**src/rtl/alu_pkg.sv**
```systemverilog
// Shared ALU definitions: control codes, decode constants, the issue record
// carried to alu32, and the MIPS-style ALUOp/funct decode helper.
package alu_pkg;

  typedef enum logic [2:0] {
    ALU_AND = 3'b000,
    ALU_OR  = 3'b001,
    ALU_ADD = 3'b010,
    ALU_SUB = 3'b110,
    ALU_SLT = 3'b111
  } alu_f_e;

  localparam logic [1:0] ALUOP_ADD   = 2'b00;
  localparam logic [1:0] ALUOP_SUB   = 2'b01;
  localparam logic [1:0] ALUOP_FUNCT = 2'b10;
  localparam logic [1:0] ALUOP_RSVD  = 2'b11;

  localparam logic [5:0] FUNCT_ADD = 6'b100000;
  localparam logic [5:0] FUNCT_SUB = 6'b100010;
  localparam logic [5:0] FUNCT_AND = 6'b100100;
  localparam logic [5:0] FUNCT_OR  = 6'b100101;
  localparam logic [5:0] FUNCT_SLT = 6'b101010;

  typedef struct packed {
    logic [31:0] a;
    logic [31:0] b;
    alu_f_e      f;
  } issue_t;

  typedef struct packed {
    logic   legal;
    alu_f_e f;
  } decode_t;

  // Illegal encodings return legal = 0 with f forced to AND so nothing is X.
  function automatic decode_t decode_op(input logic [1:0] aluop, input logic [5:0] funct);
    decode_t d;
    d.legal = 1'b1;
    d.f     = ALU_AND;
    case (aluop)
      ALUOP_ADD: d.f = ALU_ADD;
      ALUOP_SUB: d.f = ALU_SUB;
      ALUOP_FUNCT: begin
        case (funct)
          FUNCT_ADD: d.f = ALU_ADD;
          FUNCT_SUB: d.f = ALU_SUB;
          FUNCT_AND: d.f = ALU_AND;
          FUNCT_OR:  d.f = ALU_OR;
          FUNCT_SLT: d.f = ALU_SLT;
          default:   d.legal = 1'b0;
        endcase
      end
      default: d.legal = 1'b0;
    endcase
    return d;
  endfunction

endpackage

```
**src/rtl/alu_issue_fifo.sv**
```systemverilog
// Synchronous FIFO of issue records. Pointers carry one extra wrap bit so
// full and empty are told apart without an occupancy counter. The head entry
// is read straight from storage and reads as zero whenever the FIFO is empty.
module alu_issue_fifo
  import alu_pkg::*;
#(
  parameter int DEPTH = 2
) (
  input  logic   clk,
  input  logic   rst_n,
  input  logic   push,
  input  issue_t wr_data,
  input  logic   pop,
  output issue_t rd_data,
  output logic   full,
  output logic   empty
);

  localparam int AW = $clog2(DEPTH);
  localparam int PW = AW + 1;
  localparam logic [PW-1:0] PTR_ONE = {{(PW-1){1'b0}}, 1'b1};

  logic [PW-1:0] wr_ptr;
  logic [PW-1:0] rd_ptr;
  issue_t        mem [DEPTH];
  logic          do_push;
  logic          do_pop;

  assign empty   = (wr_ptr == rd_ptr);
  assign full    = (wr_ptr[PW-1] != rd_ptr[PW-1]) && (wr_ptr[AW-1:0] == rd_ptr[AW-1:0]);
  assign do_push = push && !full;
  assign do_pop  = pop && !empty;
  assign rd_data = empty ? '0 : mem[rd_ptr[AW-1:0]];

  // Pointer update; wraps naturally modulo 2*DEPTH through the extra bit.
  always_ff @(posedge clk or negedge rst_n) begin
    if (!rst_n) begin
      wr_ptr <= '0;
      rd_ptr <= '0;
    end else begin
      if (do_push) wr_ptr <= wr_ptr + PTR_ONE;
      if (do_pop)  rd_ptr <= rd_ptr + PTR_ONE;
    end
  end

  // Storage write; contents need no reset because empty masks the head.
  always_ff @(posedge clk) begin
    if (do_push) mem[wr_ptr[AW-1:0]] <= wr_data;
  end

endmodule

```
**src/rtl/alu_issue.sv**
```systemverilog
// Issue stage ahead of alu32: decodes ALUOp/funct into the ALU control code,
// buffers legal operations, and drops and counts illegal ones so that the
// ALU only ever receives its five legal control codes.
module alu_issue
  import alu_pkg::*;
#(
  parameter int DEPTH = 2,
  parameter int CNT_W = 16
) (
  input  logic             clk,
  input  logic             rst_n,
  input  logic             in_valid,
  output logic             in_ready,
  input  logic [1:0]       in_aluop,
  input  logic [5:0]       in_funct,
  input  logic [31:0]      in_a,
  input  logic [31:0]      in_b,
  output logic             out_valid,
  input  logic             out_ready,
  output logic [31:0]      out_a,
  output logic [31:0]      out_b,
  output logic [2:0]       out_f,
  output logic             illegal_pulse,
  output logic [CNT_W-1:0] illegal_cnt
);

  localparam logic [CNT_W-1:0] CNT_ONE = {{(CNT_W-1){1'b0}}, 1'b1};

  decode_t dec;
  issue_t  wr_entry;
  issue_t  head;
  logic    full;
  logic    empty;
  logic    in_fire;
  logic    push;
  logic    illegal_fire;

  assign dec          = decode_op(in_aluop, in_funct);
  assign in_ready     = !full;
  assign in_fire      = in_valid && in_ready;
  assign push         = in_fire && dec.legal;
  assign illegal_fire = in_fire && !dec.legal;
  assign wr_entry     = '{a: in_a, b: in_b, f: dec.f};

  assign out_valid = !empty;
  assign out_a     = head.a;
  assign out_b     = head.b;
  assign out_f     = head.f;

  alu_issue_fifo #(
    .DEPTH (DEPTH)
  ) u_fifo (
    .clk     (clk),
    .rst_n   (rst_n),
    .push    (push),
    .wr_data (wr_entry),
    .pop     (out_ready),
    .rd_data (head),
    .full    (full),
    .empty   (empty)
  );

  // Flag each dropped operation for one cycle and count it, saturating at all-ones.
  always_ff @(posedge clk or negedge rst_n) begin
    if (!rst_n) begin
      illegal_pulse <= 1'b0;
      illegal_cnt   <= '0;
    end else begin
      illegal_pulse <= illegal_fire;
      if (illegal_fire && (illegal_cnt != '1)) illegal_cnt <= illegal_cnt + CNT_ONE;
    end
  end

endmodule

```
**config.mk**
```make
export PLATFORM = sky130hd
export DESIGN_NAME = alu_issue
export DESIGN_NICKNAME = d
export VERILOG_FILES = /design/src/rtl/alu_pkg.sv /design/src/rtl/alu_issue_fifo.sv /design/src/rtl/alu_issue.sv
export SDC_FILE = /design/constraint.sdc
export NUM_CORES = 1
export LEC_CHECK = 0
export BUFFER_PORTS_ARGS = -buffer_cell sky130_fd_sc_hd__buf_4
export CAP_MARGIN = 10
export CORE_MARGIN = 2
export CORE_UTILIZATION = 47
export DETAILED_ROUTE_END_ITERATION = 7
export PLACE_DENSITY = 0.77
export SLEW_MARGIN = 10
export SYNTH_ARGS = -nofsm -noshare
export SYNTH_HDL_FRONTEND = slang
export SYNTH_SLANG_ARGS = --single-unit
```
**constraint.sdc**
```tcl
create_clock -name clk -period 6.45 [get_ports clk]
set_clock_uncertainty 0.2 [all_clocks]
set_input_delay 0 -clock clk [delete_from_list [all_inputs] [get_ports clk]]
set_output_delay 0 -clock clk [all_outputs]
set_load 0.05 [all_outputs]
```
Yosys cells after proc, flatten, opt, wreduce, memory -nomap -nowiden:

Memories as Yosys holds them, arrays and structs flattened.
Index checks and enable logic that the tools add are counted.

* $add $sub $neg: 3
* equality and inequality tests: 11
* mux-type cells: 7
* reductions and logical operators: 13

Operator list (count)
* $mux 67: 1
* $eq 6x6->1 const B: 5
* $add 16x1->16 const B: 1
* $ne 16x16->1 const B: 1
* $pmux 3 s4: 1
* $pmux 3 s3: 1
* $logic_and 1x1->1: 7
* $reduce_or 5->1: 1
* $add 2x1->2 const B: 2
* $logic_not 1->1: 3
* $mux 1: 3
* $eq 2x1->1 const B: 1
* $eq 2x2->1: 1
* $eq 2x2->1 const B: 1
* $logic_not 2->1: 1
* $pmux 1 s2: 1
* $reduce_or 2->1: 1
* $eq 1x1->1: 1
* $ne 1x1->1: 1

* flip-flop bits (word level): 21
* RAM bits: 134
* bits of input ports: 76
* output and inout bits: 86
* word-level logic and storage cells: 39
* memories kept: 1

Memories
* u_fifo.mem: depth 2, bits a word 67, read ports 1, clocked after memory_dff 0, write ports 1, line alu_issue_fifo.sv:25 `issue_t mem [DEPTH];`

Logic depth before layout (Yosys ltp):

Gate-level depths: netlist (run 1).

* depth after elaboration: 8
* gate-level depth with buffers: 7
* gate-level depth less buffers: 6

By module:

From an unflattened synthesis (run 1), not the netlist that was laid out.

* cell total of the unflattened synthesis: 406
* area, all modules: 6256.0 µm²

By module, submodules not included
* alu_issue_fifo: instances 1, cells an instance 309, area each 5280.1 µm², seq. area each 4124.0 µm²
* alu_issue: instances 1, cells an instance 97, area each 975.9 µm², seq. area each 425.4 µm²

Worst setup path before layout (run 1):

No wires, ideal clock.

* kind: register -> register
* from: register u_fifo.rd_ptr[0]
* to: memory u_fifo.mem[0][0] in the netlist's numbering, enable pin
* library setup time: 574 ps
* arrival time: 5389 ps
* data required time: 5676 ps
* setup slack: 287 ps
* stages on the path, launching flop included: 5
* path buffers: 1
* clock period less this slack: 6163 ps
* cell sequence: dfrtp_1 -> buf_2 -> xor2_1 -> o21ai_0 -> nor3_1

* longest elaborated chain between the ends: 8

Ends and longest elaborated chain
* start, declared: line alu_issue_fifo.sv:24 `logic [PW-1:0] rd_ptr;`
* start signal, assigned: line alu_issue_fifo.sv:42 `if (do_pop) rd_ptr <= rd_ptr + PTR_ONE;`
* $eq 1x1->1 *: line alu_issue_fifo.sv:30 `assign full = (wr_ptr[PW-1] != rd_ptr[PW-1]) && (wr_ptr[AW-1:0] == rd_ptr[AW-1:0]);`
* $logic_and 1x1->1 *: line alu_issue_fifo.sv:30
* $logic_not 1->1 *: line alu_issue_fifo.sv:31, alu_issue.sv:39
* $logic_and 1x1->1: line alu_issue.sv:40 `assign in_fire = in_valid && in_ready;`
* $logic_and 1x1->1: line alu_issue.sv:41 `assign push = in_fire && dec.legal;`
* $logic_and 1x1->1 *: line alu_issue_fifo.sv:31 `assign do_push = push && !full;`
* $mux 1 *: line alu_issue_fifo.sv:48 `if (do_push) mem[wr_ptr[AW-1:0]] <= wr_data;`
* $mux 1 (not written as such) *: line alu_issue_fifo.sv:48
* end, declared: line alu_issue_fifo.sv:25

Every way passes the cells marked *; elsewhere a longest branch is shown, timed or not.

Worst setup path after layout (run 1):

* from: register u_fifo.rd_ptr[0]
* to: output out_valid

* longest elaborated chain between the ends: 2

Ends and longest elaborated chain
* $eq 2x2->1: line alu_issue_fifo.sv:29 `assign empty = (wr_ptr == rd_ptr);`
* $logic_not 1->1: line alu_issue.sv:45 `assign out_valid = !empty;`
* end, declared: line alu_issue.sv:18 `output logic out_valid,`

Every way passes these cells.

==> run_results.csv, run 1 <==
group,metric,value,unit
route,drt_pass1_iterations,5,
route,vias_per_cell,4.91,
die,core_area,12700,sq um
synthesis,yosysSeqAreaShare,74.0,%
global_route,grt_pass1_wl,21.3,mm
route,wirelength,13.4,mm
cts,clock-root-buffer,"clkbuf_16",
synthesis,netlist_area,6150,sq um
critical_path,crit_type,"reg2out",
synthesis,synth.distinct_cells,32,
sta,relSlewSlack,36.9,%
route,ant_nets,0,
synthesis,yosysWarningCount,0,
cts,cts_sinks,155,
finish,fin_util,70.1,%
die,die_y,118,microns
finish,design_area,8910,sq um
synthesis,yosysMostFrequentCell,"edfxtp_1",
placed_design,post-place-ws,3660,ps
global_route,grtUsageTotal,19.6,%
synthesis,ys_seq_elements,155,
synthesis,synthArstFlopShare,13.5,%
critical_path,cp.arrival,2770,ps
placed_design,placed_area,7560,sq um
run,maxCapViolations,0,
die,num_io_pins,162,
die,die_w,118,microns
cts,htreeDepth,4,
sta,rsz0062_at_grt,"false",
cts,cts_buffers,17,
sta,clock.fmax,336,MHz
sta,worstMarginPinSlew,943,ps
worst_hold_path,min_path_type,"in2reg",
route,routed-via-count,4052,
sta,setup_slack,3480,ps
placed_design,hpwlAfterDp,7.76,mm
sta,hold_violations,0,
finish,area_growth,44.9,%
critical_path,reg2reg_from,"u_fifo.rd_ptr[0]",
global_route,gr-total-overflow,0,
cts,clock_latency,410,ps
die,rows,41,
placed_design,io_buffers,161,
sta,final.min_clock_period,2970,ps
die,start_util,48.3,%
finish,layout-drive-gt1-share,31.8,%
route,drt_iter0_markers,246,
die,die_area,14000,sq um
critical_path,end_kind,"primary output",
synthesis,synthTopCellsByArea,"edfxtp_1 (65%), mux2i_1 (11%), dfrtp_1 (8.5%)",
synthesis,syn_nets,472,
route,wire_per_inst,16.2,microns
synthesis,synth_top_area_share,65.4,%
sta,timing.final.crit_share,46.1,%
cts,clk_path_buf_depth,2,
sta,fin_tns_setup,0,ps
finish,diodes,0,
placed_design,place_congestion,0.741,
cts,cts_resized,0,
global_route,grt_max_degree,69,
critical_path,worstPathMaxFanout,35,
synthesis,synthTopCellsByCount,"edfxtp_1 (134), nor2_1 (79), mux2i_1 (68), dfrtp_1 (21), xor2_1 (13)",
critical_path,critPathRequiredTime,6250,ps
sta,setup_violations,0,
synthesis,syn_area_per_cell,15.6,sq um
cts,cts_setup_buffers,0,
cts,clk_pin_slew,70,ps
synthesis,synth_cells,395,
sta,final_max_slew_viol_count,0,
global_route,grt_pass1_vias,4316,
synthesis,yosysTopAreaCell,"edfxtp_1",
run_status,status,"finished, final reports clean",
worst_hold_path,hp-start,"in_b[17]",
route,drc,0,
synthesis,synthFlopType,"edfxtp_1",
finish,nNetsFinal,718,
critical_path,cp-startpoint,"u_fifo.rd_ptr[0]",
cts,cts_tree,"built",
global_route,antenna_found_initial,0,
finish,n_fill_cell,841,
synthesis,synth_edf_count,134,
critical_path,start_kind,"flop",
-- kinds of logic (layout without fill, tap and decap cells) --
kind of cell | Yosys count | count (layout) | synth area share, %
AOI/OAI and AO/OA | 5 | 5 | 0.651
and+or+nand+nor | 122 | 122 | 9.17
xor gates and xnor gates | 21 | 21 | 2.99
muxes | 71 | 71 | 11.7
adders and majority gates | 1 | 1 | 0.203
DFF | 155 | 155 | 74.0
buffers and inverters | 20 | 279 | 1.34
-- stage by stage --
stage          std cells  hold slack [ps]
5_1_grt              826              105
3_3_place_gp         717             -305
2_1_floorplan        395             -496
6_report             826              112
4_1_cts              826             92.1
3_5_place_dp         717             -300
-- worst max-delay path, cell delays in order, from the launching register on --
cell and delay, ps:
dfrtp_4 650, xor2_1 260, nor2_4 610, buf_4 480, inv_1 120, buf_4 210
-- flip-flops by register name (all words and copies together) (netlist names) --
register,count
u_fifo.wr_ptr,2
illegal_cnt,16
illegal_pulse,1
u_fifo.mem,134
u_fifo.rd_ptr,2
-- final cells by class --
cell class | count | area [sq um] | share of cell area [%]
Tap cell | 172 | 215 | 2.41
Multi-Input combinational cell | 220 | 1530 | 17.2
Sequential cell | 155 | 4550 | 51.1
Clock buffer | 18 | 429 | 4.81
Clock inverter | 14 | 154 | 1.73
Inverter | 5 | 18.8 | 0.211
Timing Repair Buffer | 242 | 2010 | 22.5
-- placed cells by master, fill, tap and decap left out, types with 2 or more instances in the layout --
| cell type | n |
|---|---|
| o21ai_0 | 2 |
| nor2_1 | 78 |
| dfrtp_1 | 20 |
| nand2_1 | 10 |
| clkinvlp_4 | 3 |
| clkinv_1 | 2 |
| buf_4 | 165 |
| mux2i_1 | 68 |
| edfxtp_1 | 134 |
| nand2b_1 | 2 |
| clkbuf_16 | 17 |
| nand4_1 | 7 |
| inv_1 | 5 |
| bufinv_16 | 3 |
| and3_1 | 2 |
| xnor2_1 | 8 |
| nand3_1 | 9 |
| nor3_1 | 3 |
| mux2_2 | 2 |
| dlygate4sd3_1 | 77 |
| clkinv_2 | 5 |
| nor3_2 | 2 |
| xor2_1 | 13 |
-- metal layers --
metal | routed length (microns) | global-route usage [%] | share of wire (%)
met1 | 5400 | 23.2 | 40
met4 | 204 | 7.74 | 1.5
met5 | 0 | 0 | 0
met3 | 714 | 5.31 | 5.3
met2 | 7060 | 34.1 | 53
-- path summary, 6_finish.rpt --
path                                          end  cells past startpoint  slack, ps
worst max-delay path                    out_valid                      5       3480
worst min-delay path            u_fifo.mem[1][20]                      2        110
worst max register to register  u_fifo.mem[1][66]                      4       3670
worst min register to register    illegal_cnt[10]                      1        320
max in group asynchronous        u_fifo.rd_ptr[0]                      3       4740
min in group asynchronous         illegal_cnt[13]                      3        630
-- timing repair --
item                                    4_1_cts  5_1_grt
endpoints found under the hold margin       161        0
endpoints found under the setup margin        0        0
hold buffers                                 77        0
Power of run 1 is not shown: default switching activity piles up to over one toggle a cycle in this logic, so the estimate is an artifact.
==> run 2, diff against run 1 <==
--- a/config.mk
+++ b/config.mk
@@ -8,9 +8,9 @@
 export BUFFER_PORTS_ARGS = -buffer_cell sky130_fd_sc_hd__buf_4
 export CAP_MARGIN = 10
 export CORE_MARGIN = 2
-export CORE_UTILIZATION = 47
+export CORE_UTILIZATION = 52
 export DETAILED_ROUTE_END_ITERATION = 7
-export PLACE_DENSITY = 0.77
+export PLACE_DENSITY = 0.81
 export SLEW_MARGIN = 10
 export SYNTH_ARGS = -nofsm -noshare
 export SYNTH_HDL_FRONTEND = slang
==> constraint.sdc (replaced) <==
create_clock -name clk -period 2.95 [get_ports clk]
set_clock_uncertainty 0.2 [all_clocks]
set_input_delay 0 -clock clk [delete_from_list [all_inputs] [get_ports clk]]
set_output_delay 0 -clock clk [all_outputs]
set_load 0.05 [all_outputs]
==> run 2 against run 1 <==
Effect of this change:
- first-iteration DRC count shrank 12%
- largest cell class unchanged
- final cell count shrank 3.3%
- critical path depth shrank 1
- global-route usage grew 3.3 points
- setup slack lost 3200 ps
- register-to-register slack lost 3100 ps
- via count grew 1.9%
- highest routed layer unchanged
- worst hold slack lost 13 ps
- utilization grew 7.3 points
- critical endpoint is now out_f[2]
- clock-buffer cell count grew 2
- wire length grew 6.4%
==> run_results.csv, run 2 (synthesized netlist as in run 1, its figures left out) <==
group,metric,value,unit
finish,largest_reg_flops,134,
die,num_io_pins,162,
critical_path,cp.arrival,2490,ps
cts,cts_buffers,17,
critical_path,crit_type,"reg2out",
sta,holdWs,99.1,ps
sta,timing.final.crit_share,91.3,%
finish,layout-drive-gt1-share,32.3,%
placed_design,placed_cells,690,
cts,clk_path_buf_depth,2,
critical_path,end_kind,"primary output",
sta,relSlewSlack,35.7,%
cts,cts_sinks,155,
sta,clock.fmax,371,MHz
finish,diodes,0,
cts,clk_pin_slew,60,ps
finish,n_fill_cell,666,
route,vias_per_cell,5.17,
finish,area_growth,44.3,%
sta,setup_violations,0,
sta,rsz0062_at_grt,"false",
route,drt_iter0_markers,216,
cts,htreeDepth,4,
global_route,grt_max_degree,55,
global_route,antenna_found_initial,0,
global_route,grt_pass1_wl,22.0,mm
run_status,status,"finished, final reports clean",
critical_path,crit_top_cell,"buf_4",
cts,cts_tree,"built",
finish,seq_area,4550,sq um
critical_path,path_cells,"buf_4, mux2i_1, nor2_1, buf_4",
sta,worstMarginPinSlew,962,ps
finish,final_cell_mix,"buf_4 (166), edfxtp_1 (134), nor2_1 (78), dlygate4sd3_1 (76), mux2i_1 (68)",
cts,cts_resized,0,
critical_path,cp_top_family,"buffers and inverters",
route,drc,0,
route,wire_per_inst,17.8,microns
critical_path,path_buf_inv,2,
sta,final.min_clock_period,2690,ps
cts,cts_setup_buffers,0,
route,wirelength,14.2,mm
die,die_w,113,microns
global_route,grtUsageTotal,22.9,%
cts,clock_latency,410,ps
placed_design,place_congestion,0.902,
die,rows,39,
route,drt_pass1_iterations,7,
finish,nNetsFinal,720,
placed_design,io_buffers,161,
route,ant_nets,0,
die,die_area,12700,sq um
finish,final_cells,799,
die,core_area,11500,sq um
finish,mostFrequentLayoutCell,"buf_4",
critical_path,cp_slowest_cell,"buf_4",
die,die_y,113,microns
sta,final_max_slew_viol_count,0,
route,routed-via-count,4127,
worst_hold_path,min_path_type,"in2reg",
critical_path,start_kind,"flop",
critical_path,critPathMaxStageDelay,760,ps
run,maxCapViolations,0,
critical_path,critPathRequiredTime,2750,ps
finish,multiInputGateArea,1560,sq um
cts,clock-root-buffer,"clkbuf_16",
critical_path,worstPathMaxFanout,54,
global_route,gr-total-overflow,0,
placed_design,hpwlAfterDp,8.26,mm
die,start_util,53.6,%
global_route,grt_pass1_vias,4379,
sta,hold_violations,0,
run 2: cell types whose count changed in the layout (fill, tap and decap cells not counted), sizes merged:
cell         change
buf              +2
bufinv           -2
inv              +1
clkbuf           +2
nor2             +1
clkinv           -2
dlygate4sd3      -1
clkinvlp         +1
run 2: through the flow:
step | TNS [ps] | area (sq um) | utilization [%] | setup WS, ps
2_1_floorplan | -3950 | 6180 | - | -59.0
3_3_place_gp | 0 | 7570 | 66.0 | 665
3_5_place_dp | 0 | 7570 | 66.0 | 595
4_1_cts | 0 | 8870 | 77.3 | 146
5_1_grt | 0 | 8870 | 77.4 | 135
6_report | 0 | 8870 | 77.4 | 258
run 2: path summary, 6_finish.rpt:
check | from | cells past startpoint | slack, ps | to
max in group asynchronous | rst_n | 3 | 1190 | u_fifo.rd_ptr[0]
min in group asynchronous | rst_n | 3 | 670 | illegal_cnt[5]
setup / recovery | u_fifo.rd_ptr[0] | 4 | 260 | out_f[2]
setup reg to reg | u_fifo.rd_ptr[0] | 4 | 610 | u_fifo.mem[0][10]
hold / removal | in_funct[1] | 5 | 100 | u_fifo.wr_ptr[0]
hold reg to reg | u_fifo.rd_ptr[1] | 1 | 330 | u_fifo.rd_ptr[1]
run 2: layout make-up:
cell class	count	area share, %
Multi-Input combinational cell	221	17.6
Sequential cell	155	51.3
Tap cell	143	2.02
Timing Repair Buffer	243	22.8
Clock buffer	20	4.92
Clock inverter	12	1.13
Inverter	5	0.212
run 2: worst min-delay path, stage by stage:
cell	delay, ps
buf_4	110
nand2b_1	130
a31oi_2	180
nor2_1	160
xor2_1	90
run 2: routing by layer:
metal	GRT usage (%)	vias up	part of all wire (%)
met5	0	-	0
met3	5.73	29	5.1
met4	10.5	0	2.5
met1	25.9	1997	38
li1	-	1952	-
met2	41.0	149	54
run 2: what timing repair did:
action,in CTS,in global routing
endpoints found under the hold margin,160,0
hold buffers,76,0
setup endpoints to repair,0,1
Power of run 2 is left out for the same reason.
==> run 3, diff against run 2 <==
--- a/config.mk
+++ b/config.mk
@@ -10,6 +10,7 @@
 export CORE_MARGIN = 2
 export CORE_UTILIZATION = 52
 export DETAILED_ROUTE_END_ITERATION = 7
+export MAX_ROUTING_LAYER = met4
 export PLACE_DENSITY = 0.81
 export SLEW_MARGIN = 10
 export SYNTH_ARGS = -nofsm -noshare
==> run 3 against run 2 <==
Effect of this change:
- via count fell by 0.92%
- setup slack improved by 1.4 ps
- final cell count did not move
- first-iteration DRC count is 3.7% higher
- wire length increased by 0.16%
- critical path type unchanged
- non-clock buffer count unchanged
==> run_results.csv, run 3 (synthesized netlist as in run 1, its figures left out) <==
group,metric,value,unit
run_status,status,"finished, final reports clean",
global_route,gr-total-overflow,0,
cts,cts_tree,"built",
cts,clock-root-buffer,"clkbuf_16",
critical_path,critPathRequiredTime,2750,ps
sta,clock.fmax,372,MHz
global_route,grtUsageTotal,23.6,%
route,ant_nets,0,
finish,layout-drive-gt1-share,32.3,%
route,drc,0,
finish,nNetsFinal,720,
sta,rsz0062_at_grt,"false",
cts,cts_setup_buffers,0,
critical_path,critPathMaxStageDelay,750,ps
sta,relSlewSlack,34.7,%
die,rows,39,
cts,clk_path_buf_depth,2,
die,die_y,113,microns
global_route,antenna_found_initial,0,
sta,timing.final.crit_share,91.2,%
placed_design,place_congestion,0.917,
die,die_area,12700,sq um
critical_path,reg2reg_depth,4,
placed_design,io_buffers,161,
finish,final_cell_mix,"buf_4 (166), edfxtp_1 (134), nor2_1 (78), dlygate4sd3_1 (76), mux2i_1 (68)",
route,drt_pass1_iterations,5,
critical_path,r2r_end,"u_fifo.mem[0][10]",
global_route,grt_pass1_vias,4382,
critical_path,cp_slowest_cell,"buf_4",
sta,holdWs,106,ps
finish,diodes,0,
sta,hold_violations,0,
die,start_util,53.6,%
sta,fin_tns_setup,0,ps
cts,clk_pin_slew,60,ps
critical_path,crit_type,"reg2out",
run,maxCapViolations,0,
global_route,grt_pass1_wl,22.0,mm
critical_path,end_kind,"primary output",
cts,htreeDepth,4,
critical_path,worstPathMaxFanout,54,
finish,mostFrequentLayoutCell,"buf_4",
critical_path,start_kind,"flop",
critical_path,reg2reg_from,"u_fifo.rd_ptr[0]",
critical_path,cp.arrival,2490,ps
finish,largest_reg_flops,134,
worst_hold_path,hp-start,"in_funct[1]",
cts,cts_sinks,155,
route,wire_per_inst,17.8,microns
sta,setup_violations,0,
global_route,grt_max_degree,55,
cts,cts_buffers,17,
die,core_area,11500,sq um
placed_design,hpwlAfterDp,8.26,mm
sta,final_max_slew_viol_count,0,
worst_hold_path,holdPathEnd,"u_fifo.wr_ptr[0]",
placed_design,placed_area,7570,sq um
cts,clock_latency,410,ps
critical_path,path_buf_inv,2,
finish,area_growth,44.3,%
finish,fin_util,77.4,%
critical_path,crit_top_cell,"buf_4",
critical_path,r2r_setup_slack,610,ps
critical_path,cp_top_family,"buffers and inverters",
route,routed-via-count,4089,
sta,worstMarginPinSlew,976,ps
die,die_w,113,microns
route,drt_iter0_markers,224,
finish,design_area,8870,sq um
worst_hold_path,hold_depth,5,
critical_path,path_cells,"buf_4, mux2i_1, nor2_1, buf_4",
worst_hold_path,min_path_type,"in2reg",
die,num_io_pins,162,
route,wirelength,14.3,mm
route,vias_per_cell,5.12,
sta,final.min_clock_period,2690,ps
## run 3: worst register-to-register path: stages (launching register included)
cell and delay [ps]:
dfrtp_4 610, xor2_2 330, o21ai_2 130, nor3_4 200, buf_4 480
## run 3: area by class of cell
class | instances | area (sq um)
fill | 666 | 2590
tap | 143 | 179
multi-input combinational | 221 | 1560
clock buffer | 20 | 437
inverter | 5 | 18.8
sequential | 155 | 4550
timing repair buffer | 243 | 2030
clock inverter | 12 | 100
## run 3: per-stage QoR
step	setup WS (ps)	cells
floorplan	-59.0	395
global placement	665	690
detailed placement	595	690
CTS	146	798
global route	134	799
finish	259	799
## run 3: worst max-delay path by stage
stage                                  end  depth (start not counted)             start
after floorplan           u_fifo.mem[0][0]                          3  u_fifo.wr_ptr[0]
after global placement           out_a[29]                          5  u_fifo.rd_ptr[0]
after detailed placement         out_a[24]                          5  u_fifo.rd_ptr[0]
after CTS                        out_a[24]                          5  u_fifo.rd_ptr[0]
after global routing              out_f[2]                          4  u_fifo.rd_ptr[0]
final                             out_f[2]                          4  u_fifo.rd_ptr[0]
## run 3: routing by layer
layer	part of all wire (%)	global-route usage [%]
met1	39	26.1
met2	55	41.0
met3	4.2	5.62
met4	1.9	10.2
met5	0	-
## run 3: timing repair
action	in CTS	in global routing
hold buffers	76	0
resized for setup	0	0
setup endpoints to repair	0	1
endpoints found under the hold margin	160	0
Power of run 3 is left out for the same reason.
